`src/rtl/memory_access_stage.sv`:
```
// Memory-access pipeline stage: data-memory handshake FSM, writeback register and branch redirect.
// Optional stall-cycle counter enabled by defining MEM_STAGE_STALL_COUNT_EN.
module memory_access_stage #(
    parameter int STALL_CNT_W = 16
) (
    input  logic                   iClk,
    input  logic                   iRst,
    input  logic [31:0]            iExuResult,
    input  logic [31:0]            iMemData,
    input  logic                   iMemValid,
    input  logic                   iMemWrite,
    input  logic                   iMemToReg,
    input  logic                   iCacheFlush,
    input  logic [4:0]             iWriteAddr,
    input  logic                   iWriteEn,
    input  logic                   iHalt,
    input  logic                   iZeroFlag,
    input  logic                   iNegativeFlag,
    input  logic                   iOverflowFlag,
    input  logic [2:0]             iBranchOp,
    input  logic                   iBranchCmd,
    input  logic                   iBranchPredict,
    input  logic [31:0]            iBranchAddr,
    input  logic [31:0]            iNextPC,
    output logic                   oDmemReq,
    output logic                   oDmemWe,
    output logic                   oDmemFlush,
    output logic [31:0]            oDmemAddr,
    output logic [31:0]            oDmemWData,
    input  logic                   iDmemAck,
    input  logic [31:0]            iDmemRData,
    output logic                   oStall,
    output logic                   oRedirect,
    output logic [31:0]            oRedirectPC,
    output logic [31:0]            oWbData,
    output logic [4:0]             oWbAddr,
    output logic                   oWbEn,
    output logic                   oHalt,
    output logic [STALL_CNT_W-1:0] oStallCount
);

    typedef enum logic [1:0] {IDLE, ACCESS, FLUSH, HALTED} state_t;

    state_t      state_q, state_d;
    logic [31:0] addr_q, addr_d, wdata_q, wdata_d;
    logic        we_q, we_d, m2r_q, m2r_d;
    logic [4:0]  waddr_q, waddr_d;
    logic        wb_en_q, wb_en_d;
    logic [31:0] wb_data_q, wb_data_d;
    logic [4:0]  wb_addr_q, wb_addr_d;
    logic        redir_q, redir_d;
    logic [31:0] redir_pc_q, redir_pc_d;
    logic        stall;
    logic        taken;

    function automatic logic branch_cond(input logic [2:0] op, input logic z,
                                         input logic n, input logic v);
        case (op)
            3'd0:    return z;
            3'd1:    return !z;
            3'd2:    return n;
            3'd3:    return !n;
            3'd4:    return v;
            3'd5:    return 1'b1;
            default: return 1'b0;
        endcase
    endfunction

    always_comb begin
        case (state_q)
            IDLE:         stall = iMemValid | iCacheFlush;
            ACCESS, FLUSH: stall = !iDmemAck;
            default:      stall = 1'b1;
        endcase
    end

    assign taken = iBranchCmd & branch_cond(iBranchOp, iZeroFlag, iNegativeFlag, iOverflowFlag);

    always_comb begin
        state_d    = state_q;
        addr_d     = addr_q;
        wdata_d    = wdata_q;
        we_d       = we_q;
        m2r_d      = m2r_q;
        waddr_d    = waddr_q;
        wb_en_d    = 1'b0;
        wb_data_d  = wb_data_q;
        wb_addr_d  = wb_addr_q;
        redir_d    = 1'b0;
        redir_pc_d = redir_pc_q;
        case (state_q)
            IDLE: begin
                if (iMemValid) begin
                    addr_d  = iExuResult;
                    wdata_d = iMemData;
                    we_d    = iMemWrite;
                    m2r_d   = iMemToReg;
                    waddr_d = iWriteAddr;
                    state_d = ACCESS;
                end else if (iCacheFlush) begin
                    state_d = FLUSH;
                end else begin
                    if (iHalt) state_d = HALTED;
                    if (iWriteEn) begin
                        wb_en_d   = 1'b1;
                        wb_data_d = iExuResult;
                        wb_addr_d = iWriteAddr;
                    end
                end
            end
            ACCESS: begin
                if (iDmemAck) begin
                    state_d = IDLE;
                    if (!we_q) begin
                        wb_en_d   = 1'b1;
                        wb_addr_d = waddr_q;
                        wb_data_d = m2r_q ? iDmemRData : addr_q;
                    end
                end
            end
            FLUSH: begin
                if (iDmemAck) state_d = IDLE;
            end
            default: state_d = HALTED;
        endcase
        // Memory ops and flushes suppress redirects even on their un-stalled ack cycle.
        if (state_q == IDLE && !stall && !iMemValid && !iCacheFlush &&
            iBranchCmd && (taken != iBranchPredict)) begin
            redir_d    = 1'b1;
            redir_pc_d = taken ? iBranchAddr : iNextPC;
        end
    end

    always_ff @(posedge iClk) begin
        if (iRst) begin
            state_q    <= IDLE;
            addr_q     <= '0;
            wdata_q    <= '0;
            we_q       <= 1'b0;
            m2r_q      <= 1'b0;
            waddr_q    <= '0;
            wb_en_q    <= 1'b0;
            wb_data_q  <= '0;
            wb_addr_q  <= '0;
            redir_q    <= 1'b0;
            redir_pc_q <= '0;
        end else begin
            state_q    <= state_d;
            addr_q     <= addr_d;
            wdata_q    <= wdata_d;
            we_q       <= we_d;
            m2r_q      <= m2r_d;
            waddr_q    <= waddr_d;
            wb_en_q    <= wb_en_d;
            wb_data_q  <= wb_data_d;
            wb_addr_q  <= wb_addr_d;
            redir_q    <= redir_d;
            redir_pc_q <= redir_pc_d;
        end
    end

    assign oDmemReq    = (state_q == ACCESS);
    assign oDmemWe     = (state_q == ACCESS) & we_q;
    assign oDmemFlush  = (state_q == FLUSH);
    assign oDmemAddr   = addr_q;
    assign oDmemWData  = wdata_q;
    assign oStall      = stall;
    assign oRedirect   = redir_q;
    assign oRedirectPC = redir_pc_q;
    assign oWbData     = wb_data_q;
    assign oWbAddr     = wb_addr_q;
    assign oWbEn       = wb_en_q;
    assign oHalt       = (state_q == HALTED);

`ifdef MEM_STAGE_STALL_COUNT_EN
    logic [STALL_CNT_W-1:0] stall_cnt_q, stall_cnt_d;

    function automatic logic [STALL_CNT_W-1:0] sat_inc(input logic [STALL_CNT_W-1:0] c);
        return (&c) ? c : c + 1'b1;
    endfunction

    assign stall_cnt_d = stall ? sat_inc(stall_cnt_q) : stall_cnt_q;

    always_ff @(posedge iClk) begin
        if (iRst) stall_cnt_q <= '0;
        else      stall_cnt_q <= stall_cnt_d;
    end

    assign oStallCount = stall_cnt_q;
`else
    assign oStallCount = '0;
`endif

endmodule

```
`config.mk`:
```
export PLATFORM = sky130hd
export DESIGN_NAME = memory_access_stage
export DESIGN_NICKNAME = d
export VERILOG_FILES = /design/src/rtl/memory_access_stage.sv
export SDC_FILE = /design/constraint.sdc
export NUM_CORES = 1
export LEC_CHECK = 0
export BUFFER_PORTS_ARGS = -buffer_cell sky130_fd_sc_hd__buf_2
export CAP_MARGIN = 20
export CORE_AREA = 2 2 132 134
export CTS_CLUSTER_SIZE = 12
export DETAILED_ROUTE_END_ITERATION = 10
export DIE_AREA = 0 0 134 136
export PLACE_DENSITY = 0.76
export SYNTH_ARGS = -nofsm -noshare
export SYNTH_HDL_FRONTEND = slang
export SYNTH_SLANG_ARGS = --single-unit
```
`constraint.sdc`:
```
create_clock -name iClk -period 4.4 [get_ports iClk]
set_input_delay 0.44 -clock iClk [delete_from_list [all_inputs] [get_ports iClk]]
set_output_delay 0.44 -clock iClk [all_outputs]
set_load 0.1 [all_outputs]
```
==> results of run 1 <==
## cell type report
type	count	share of cell area (%)
Clock buffer	18	5.05
Clock inverter	14	1.78
Inverter	4	0.173
Multi-Input combinational cell	555	36.6
Sequential cell	144	33.1
Tap cell	225	3.24
Timing Repair Buffer	333	20.0
## registers in the layout, indices dropped and copies added (netlist names)
signal,cells
m2r_q,1
oWbEn,1
we_q,1
oWbAddr,5
waddr_q,5
oDmemAddr,32
oRedirectPC,32
state_q,2
oRedirect,1
oWbData,32
oDmemWData,32
## report_power, final
| group | switching (uW) | internal [uW] |
|---|---|---|
| registers | 151 | 1530 |
| clock network | 583 | 859 |
| logic | 2560 | 612 |
| total | 3290 | 3010 |
## worst register-to-register path: cells and delay by family (launching register included)
| family | cells | cell delay (ps) |
|---|---|---|
| buf+inv | 1 | 100 |
| flops | 1 | 340 |
| simple gates | 2 | 620 |
| fa+ha+maj | 1 | 280 |
| compound gates | 3 | 1210 |
## routing by layer
metal,part of all wire (%),GRT usage [%]
met1,41,24.4
met2,51,36.0
met3,6.4,4.85
met4,1.4,6.15
met5,0,0
## synth_stat cells (2+ instances only)
| cell | number | share of area (%) |
|---|---|---|
| nand2b_1 | 3 | 0.29 |
| nor4_1 | 2 | 0.20 |
| o21ai_0 | 3 | 0.23 |
| a31oi_1 | 32 | 3.1 |
| ha_1 | 4 | 0.78 |
| a21oi_1 | 106 | 8.3 |
| clkbuf_1 | 45 | 2.6 |
| xnor2_1 | 2 | 0.27 |
| a211oi_1 | 38 | 4.4 |
| and2_1 | 3 | 0.29 |
| buf_1 | 3 | 0.18 |
| o211ai_1 | 33 | 3.9 |
| nand2_1 | 214 | 13 |
| buf_2 | 16 | 1.2 |
| nor2_1 | 12 | 0.70 |
| buf_4 | 16 | 1.9 |
| buf_6 | 3 | 0.53 |
| mux2i_1 | 70 | 11 |
| inv_1 | 4 | 0.23 |
| dfxtp_1 | 144 | 45 |
## cell families (layout without fill, tap and decap cells)
logic type	after synthesis	in the layout	synth area share, %
adders and majority gates	4	4	0.780
DFF	144	144	44.9
muxes	70	70	10.9
xor gates and xnor gates	2	2	0.273
buffers and inverters	87	369	6.69
AOI/OAI and AO/OA	219	219	21.0
other	1	16	0.0585
and+or+nand+nor	244	244	15.3
## how the worst min path moves through the flow
stage                                end  slack [ps]
final                      oDmemWData[0]         250
after global routing       oDmemWData[7]         240
after CTS                          m2r_q         230
after detailed placement  oDmemWData[18]         440
after global placement    oDmemWData[22]         440
after floorplan               waddr_q[0]         440
## per-stage QoR
stage | worst slack (ps) | power [uW] | cell area, sq um
2_1_floorplan | 1330 | 4300 | 6470
6_report | 1750 | 6290 | 8700
3_3_place_gp | 1640 | 4820 | 8040
3_5_place_dp | 1490 | 4870 | 8060
5_1_grt | 1490 | 6590 | 8700
4_1_cts | 1480 | 6330 | 8650
==> results.json, run 1 <==
{
  "status": "completed",
  "r2r_slack_ps": 1750,
  "arrival_ps": 2970,
  "slowest_delay_ps": 760,
  "setup_tns_ps": 0,
  "grt_pass1_wl_microns": 29500,
  "synthDistinctLibCells": 38,
  "cp-end-kind": "flop",
  "skew_ps": 12.6,
  "syn_to_final_growth_pct": 35.7,
  "cts-htree-levels": 4,
  "die_w_microns": 134,
  "post_synth_inst_count": 771,
  "power_density_mw_per_mm2": 723,
  "holdWs_ps": 253,
  "place_hpwl_microns": 13900,
  "antenna_cells": 0,
  "fin_util_pct": 51.6,
  "crit_path_start_kind": "flop",
  "path_cells": "inv_1, ha_1, nor3b_1, nand4bb_1, a31oi_4, a31oi_1, a211oi_1",
  "clk_latency_ps": 420,
  "start_util_pct": 38.0,
  "hold_viol_final": 0,
  "maxCapViolations": 0,
  "cp-startpoint": "state_q[0]",
  "hold-path-cell-count": 3,
  "cts_setup_buffers": 0,
  "max_freq_mhz": 377,
  "clockBufferDepth": 2,
  "crit_cells": 7,
  "holdBufCountCts": 0,
  "cts_root_buf": "clkbuf_16",
  "antenna_found_initial": 0,
  "placementRows": 48,
  "setup_viol_count_final": 0,
  "nNetsFinal": 1241,
  "multi_input_area_sq_mm": 0.00318,
  "ctsResizeCount": 0,
  "synthFlopType": "dfxtp_1",
  "final_cells": 1293,
  "grt_max_degree": 53,
  "worst-path-buf-inv": 1,
  "final_max_slew_viol_count": 0,
  "gr-total-overflow": 0,
  "critPathKind": "flop to flop",
  "fill_cells": 1613,
  "r2r_cells": 7,
  "route.vias.total": 6448,
  "worst_r2r_endpoint": "oRedirectPC[3]",
  "place.gp.congestion": 0.813,
  "ir_drop_mv": 0.477,
  "die-area_sq_mm": 0.0182,
  "dp.cells": 1259,
  "critPathSlowestCell": "a31oi_4",
  "core_area_sq_mm": 0.0169,
  "critical_path.top_delay_family": "compound AO/OA/AOI/OAI gates",
  "synth_edf_count": 0,
  "firstDrtPassIters": 5,
  "syn_avg_cell_area_sq_um": 8.32,
  "ys_seq_area_share_pct": 44.9,
  "vias_per_cell": 4.99,
  "initialDrtViolationCount": 220,
  "cts_buffers": 17,
  "die_h_microns": 136,
  "regArea_sq_mm": 0.00288,
  "io_buffers": 321,
  "hp-class": "input port to flop",
  "cp_max_fo": 32,
  "crit_end": "oRedirectPC[3]",
  "ios": 338,
  "drcViolationCount": 0,
  "async_flop_share_pct": 0,
  "worstHoldStart": "iMemData[0]",
  "tritoncts": "done",
  "netlist_area_sq_mm": 0.00641,
  "crit_required_ps": 4720,
  "r2r_start": "state_q[0]",
  "final_common_cell": "buf_2",
  "routedWlPerCell_microns": 15.0,
  "grt_usage_pct": 20.3,
  "finalCritPeriodShare_pct": 60.3,
  "worstMarginPinSlew_ps": 1070,
  "drt_wl_total_microns": 19400,
  "p_leak_uw": 0.00397,
  "synth_seq_cells": 144,
  "yosysWarnings": 0,
  "final_antenna_net_count": 0,
  "final_cell_mix": "buf_2 (320), nand2_1 (213), dfxtp_1 (143)",
  "grt_pass1_vias": 5789,
  "cts.clk_slew.worst_paths_ps": 70,
  "relSlewSlack_pct": 28.6,
  "rsz0062_at_grt": "no",
  "cts.sinks": 144,
  "final_layout_size_suffix_gt1_share_pct": 35.0,
  "period_minus_slack_ps": 2650
}
Power figures use the tool's default switching activity.
==> inputs of run 2 (changes only) <==
--- a/config.mk
+++ b/config.mk
@@ -7,11 +7,11 @@
 export LEC_CHECK = 0
 export BUFFER_PORTS_ARGS = -buffer_cell sky130_fd_sc_hd__buf_2
 export CAP_MARGIN = 20
-export CORE_AREA = 2 2 132 134
+export CORE_AREA = 2 2 130 132
 export CTS_CLUSTER_SIZE = 12
 export DETAILED_ROUTE_END_ITERATION = 10
-export DIE_AREA = 0 0 134 136
-export PLACE_DENSITY = 0.76
+export DIE_AREA = 0 0 132 134
+export PLACE_DENSITY = 0.78
 export SYNTH_ARGS = -nofsm -noshare
 export SYNTH_HDL_FRONTEND = slang
 export SYNTH_SLANG_ARGS = --single-unit
==> constraint.sdc (replaced) <==
create_clock -name iClk -period 2.7 [get_ports iClk]
set_input_delay 0.27 -clock iClk [delete_from_list [all_inputs] [get_ports iClk]]
set_output_delay 0.27 -clock iClk [all_outputs]
set_load 0.1 [all_outputs]
==> run 2 against run 1 <==
Non-clock buffer count rose by 3. Critical endpoint is now oRedirectPC[22]. Clock power grew 79%. Highest routed layer unchanged. Count of clock-buffer cells in the layout grew 4. Cell count is 0.15% lower. Flip-flop and latch count stayed put. Routed wire length increased by 0.80%. Combinational power rose by 64%. Global-route usage is 0.88 points higher. Critical path depth rose by 1. Largest cell class unchanged. Maximum frequency up 8.9%.
==> results.json, run 2 (synthesized netlist as in run 1, its figures left out) <==
{
  "status": "completed",
  "final_max_slew_viol_count": 0,
  "p_leak_uw": 0.00401,
  "drcViolationCount": 0,
  "period_minus_slack_ps": 2440,
  "fin_util_pct": 53.9,
  "pre_cts_slack_ps": 285,
  "cts-htree-levels": 4,
  "grt_max_degree": 82,
  "hold_viol_final": 0,
  "gr-total-overflow": 0,
  "nNetsFinal": 1244,
  "skew_ps": 8.68,
  "setup_tns_ps": 0,
  "cp-end-kind": "flop",
  "maxCapViolations": 0,
  "worst_r2r_endpoint": "oRedirectPC[22]",
  "critPathKind": "flop to flop",
  "cts_setup_buffers": 0,
  "top_layer": "met4",
  "crit_path_start_kind": "flop",
  "p_int_uw": 5200,
  "placementRows": 47,
  "tritoncts": "done",
  "holdBufCountCts": 0,
  "crit_end": "oRedirectPC[22]",
  "power.total_uw": 10500,
  "p_sw_uw": 5300,
  "ctsResizeCount": 0,
  "clk_latency_ps": 410,
  "io_buffers": 321,
  "place_hpwl_microns": 13900,
  "crit_required_ps": 2950,
  "r2r_slack_ps": 260,
  "final_antenna_net_count": 0,
  "grt_pass1_wl_microns": 30100,
  "start_util_pct": 39.4,
  "met3WireLength_microns": 1400,
  "pwr-share-seq_pct": 26.0,
  "grt_pass1_vias": 5975,
  "cp-startpoint": "state_q[0]",
  "swShare_pct": 50.5,
  "met2WireLength_microns": 9630,
  "die_w_microns": 132,
  "power_density_mw_per_mm2": 1200,
  "syn_to_final_growth_pct": 36.8,
  "finalWorstSetupSlack_ps": 265,
  "worstHoldStart": "iMemData[5]",
  "finalCritPeriodShare_pct": 90.2,
  "cts.clk_slew.worst_paths_ps": 60,
  "firstDrtPassIters": 7,
  "vias_per_cell": 5.03,
  "cts_buffers": 17,
  "place.gp.congestion": 0.821,
  "cp_max_fo": 32,
  "route.vias.total": 6500,
  "core_area_sq_mm": 0.0163,
  "final_cell_mix": "buf_2 (320), nand2_1 (213), dfxtp_1 (143)",
  "p_clk_share_pct": 24.6,
  "rsz0062_at_grt": "no",
  "power_frac_comb_pct": 49.4,
  "hp-class": "input port to flop",
  "cts.sinks": 144,
  "ir_drop_mv": 0.677,
  "fill_cells": 1522,
  "antenna_found_initial": 0,
  "die_h_microns": 134,
  "r2r_cells": 8,
  "max_freq_mhz": 411,
  "setup_viol_count_final": 0,
  "initialDrtViolationCount": 350,
  "r2r_start": "state_q[0]",
  "final_layout_size_suffix_gt1_share_pct": 35.0,
  "routedWlPerCell_microns": 15.2,
  "drt-met1-wl_microns": 8020,
  "final_common_cell": "buf_2",
  "cts_root_buf": "clkbuf_16",
  "drt_wl_total_microns": 19600,
  "grt_usage_pct": 21.2,
  "ios": 338,
  "arrival_ps": 2680,
  "worstMarginPinSlew_ps": 906,
  "clockBufferDepth": 2,
  "relSlewSlack_pct": 39.6,
  "die-area_sq_mm": 0.0177
}
[run 2: cell count changes in the layout (fill, tap and decap cells not counted), moves of 2 or more]
cell | before | now
buf_12 | 2 | 4
buf_4 | 10 | 12
bufinv_16 | 2 | 5
clkbuf_1 | 0 | 3
clkinv_2 | 3 | 1
clkinv_4 | 4 | 1
inv_6 | 3 | 1
[run 2: layer usage]
metal | track usage [%] | vias up
li1 | - | 3237
met1 | 25.2 | 2963
met2 | 36.8 | 271
met3 | 5.06 | 29
met4 | 8.82 | 0
met5 | 0 | -
[run 2: stage by stage]
step | hold slack [ps] | std cells | instance area (sq um)
2_1_floorplan | 406 | 786 | 6470
3_3_place_gp | 439 | 1259 | 8130
3_5_place_dp | 443 | 1259 | 8130
4_1_cts | 69.1 | 1290 | 8770
5_1_grt | 68.8 | 1290 | 8770
6_report | 88.1 | 1291 | 8780
[run 2: worst min-delay path by stage]
stage / end / slack, ps / cells after the start
6_report: oDmemWData[5] / 90 / 3
5_1_grt: oDmemWData[4] / 70 / 3
4_1_cts: oDmemWData[4] / 70 / 3
3_5_place_dp: oWbData[0] / 440 / 2
3_3_place_gp: oDmemWData[30] / 440 / 2
2_1_floorplan: waddr_q[0] / 410 / 2
[run 2: power groups by stage]
| stage | Clock [uW] | Combinational [uW] | Sequential (uW) |
|---|---|---|---|
| 4_1_cts | 2640 | 5220 | 2730 |
| 5_1_grt | 2730 | 5460 | 2770 |
| 2_1_floorplan | 0 | 1880 | 5130 |
| 3_5_place_dp | 0 | 5210 | 2770 |
| 3_3_place_gp | 0 | 5170 | 2750 |
| 6_report | 2580 | 5190 | 2730 |
[run 2: area by class of cell]
type	instances	area [sq um]	share of cell area (%)
flip-flops and latches	144	2880	32.9
multi-input cells	555	3180	36.3
diodes	1	2.50	0.0285
inverters	4	15.0	0.171
well taps	220	275	3.14
repair buffers	336	1770	20.2
clock buffers	22	464	5.29
clock inverters	9	180	2.05
[run 2: worst max-delay path, cell delays in order (launching register included)]
cell and delay [ps]:
dfxtp_1 340, inv_1 90, ha_1 270, nor3b_1 380, nand4bb_1 240, a31o_1 280, nor3_4 150, buf_4 350
a211oi_1 150
==> inputs of run 3 (changes only) <==
--- a/config.mk
+++ b/config.mk
@@ -11,7 +11,9 @@
 export CTS_CLUSTER_SIZE = 12
 export DETAILED_ROUTE_END_ITERATION = 10
 export DIE_AREA = 0 0 132 134
+export HOLD_SLACK_MARGIN = 0.06
 export PLACE_DENSITY = 0.78
+export RECOVER_POWER = 25
 export SYNTH_ARGS = -nofsm -noshare
 export SYNTH_HDL_FRONTEND = slang
 export SYNTH_SLANG_ARGS = --single-unit
==> run 3 against run 2 <==
Cell count did not move. Clock power barely moved. Worst hold slack improved by 1.6 ps. Via count rose by 0.25%. Largest power group unchanged. Core utilization fell by 0.55 points. Global-route usage did not move. Critical endpoint is now oRedirectPC[1]. Critical path depth did not move.
==> results.json, run 3 (synthesized netlist as in run 1, its figures left out) <==
{
  "crit_path_start_kind": "flop",
  "die_h_microns": 134,
  "pwr-share-seq_pct": 26.2,
  "finalWorstSetupSlack_ps": 273,
  "maxCapViolations": 0,
  "grt_usage_pct": 21.2,
  "path_cells": "inv_1, ha_1, nor3b_1, nand4bb_1, a31o_1, nor3_4, buf_4, a211oi_1",
  "cts_setup_buffers": 0,
  "cts_buffers": 17,
  "final_common_cell": "buf_2",
  "drcViolationCount": 0,
  "cts.sinks": 144,
  "cp_max_fo": 32,
  "setup_viol_count_final": 0,
  "critPathKind": "flop to flop",
  "tritoncts": "done",
  "cp-end-kind": "flop",
  "crit_cells": 8,
  "r2r_cells": 8,
  "max_freq_mhz": 412,
  "final_cell_mix": "buf_2 (249), nand2_1 (213), dfxtp_1 (143)",
  "relSlewSlack_pct": 18.3,
  "placementRows": 47,
  "p_clk_share_pct": 24.7,
  "hold_viol_final": 0,
  "pre_cts_slack_ps": 285,
  "die-area_sq_mm": 0.0177,
  "route.vias.total": 6516,
  "routedWlPerCell_microns": 15.2,
  "final_antenna_net_count": 0,
  "hold-path-cell-count": 3,
  "grt_pass1_vias": 5975,
  "syn_to_final_growth_pct": 35.4,
  "clockBufferDepth": 2,
  "cts.clk_slew.worst_paths_ps": 60,
  "vias_per_cell": 5.05,
  "critical_path.top_delay_family": "simple AND/OR/NAND/NOR gates",
  "finalCritPeriodShare_pct": 89.9,
  "p_int_uw": 5150,
  "swShare_pct": 50.7,
  "r2r_start": "state_q[0]",
  "final_layout_size_suffix_gt1_share_pct": 28.3,
  "antenna_found_initial": 0,
  "ir_drop_mv": 0.676,
  "drt_wl_total_microns": 19600,
  "status": "completed",
  "setup_tns_ps": 0,
  "place_hpwl_microns": 13900,
  "worstMarginPinSlew_ps": 1230,
  "slowest_delay_ps": 380,
  "power_frac_comb_pct": 49.2,
  "p_leak_uw": 0.00371,
  "fin_util_pct": 53.3,
  "cts_root_buf": "clkbuf_16",
  "holdBufCountCts": 0,
  "io_buffers": 321,
  "nNetsFinal": 1244,
  "grt_max_degree": 82,
  "r2r_slack_ps": 270,
  "cts-htree-levels": 4,
  "crit_required_ps": 2950,
  "power_density_mw_per_mm2": 1200,
  "worst-path-buf-inv": 2,
  "clk_latency_ps": 410,
  "period_minus_slack_ps": 2430,
  "rsz0062_at_grt": "no",
  "skew_ps": 8.84,
  "worst_r2r_endpoint": "oRedirectPC[1]",
  "core_area_sq_mm": 0.0163,
  "ctsResizeCount": 0,
  "gr-total-overflow": 0,
  "hp-class": "input port to flop",
  "final_max_slew_viol_count": 0,
  "cp-startpoint": "state_q[0]",
  "place.gp.congestion": 0.821,
  "grt_pass1_wl_microns": 30100,
  "ios": 338,
  "initialDrtViolationCount": 313,
  "firstDrtPassIters": 4,
  "die_w_microns": 132,
  "critPathSlowestCell": "nor3b_1",
  "holdWs_ps": 89.8,
  "p_sw_uw": 5300,
  "crit_end": "oRedirectPC[1]",
  "arrival_ps": 2680,
  "start_util_pct": 39.4,
  "fill_cells": 1547
}
## run 3: changes by cell type in the layout (fill, tap and decap cells not counted)
cell,previous run,this run
clkbuf_1,3,74
buf_2,320,249
## run 3: tightest hold or removal path: cells and delay by family
| family | cells | cell delay [ps] |
|---|---|---|
| and+or+nand+nor | 1 | 40 |
| AOI/OAI and AO/OA | 1 | 50 |
| buffers and inverters | 1 | 100 |
## run 3: area by class of cell
cell class | instances | area, sq um | area share [%]
clock inverter | 9 | 180 | 2.07
antenna | 1 | 2.50 | 0.0288
multi-input combinational | 555 | 3180 | 36.6
timing repair buffer | 336 | 1680 | 19.4
inverter | 4 | 15.0 | 0.173
sequential | 144 | 2880 | 33.2
tap | 220 | 275 | 3.17
clock buffer | 22 | 464 | 5.34
## run 3: power by group through the flow
stage	Clock (uW)	Combinational (uW)	Sequential, uW
detailed placement	0	5210	2770
finish	2580	5140	2730
CTS	2640	5220	2730
floorplan	0	1880	5130
global placement	0	5170	2750
global route	2730	5420	2780
## run 3: per-stage QoR
step	area (sq um)	std cells	total power (uW)
2_1_floorplan	6470	786	7000
3_3_place_gp	8130	1259	7920
3_5_place_dp	8130	1259	7990
4_1_cts	8770	1290	10600
5_1_grt	8680	1290	10900
6_report	8690	1291	10500
## run 3: worst min-delay path by stage
| stage | startpoint | end | slack (ps) |
|---|---|---|---|
| 6_report | iMemData[5] | oDmemWData[5] | 90 |
| 5_1_grt | iMemData[4] | oDmemWData[4] | 70 |
| 4_1_cts | iMemData[4] | oDmemWData[4] | 70 |
| 3_5_place_dp | oWbData[0] | oWbData[0] | 440 |
| 3_3_place_gp | oDmemWData[30] | oDmemWData[30] | 440 |
| 2_1_floorplan | iWriteAddr[0] | waddr_q[0] | 410 |
## run 3: per-layer routing
metal	global-route usage, %	share of wire [%]	vias to the layer above
met5	0	0	-
met4	8.82	2.5	0
met3	5.06	7.3	28
met2	36.8	49	274
met1	25.2	41	2976
li1	-	-	3238
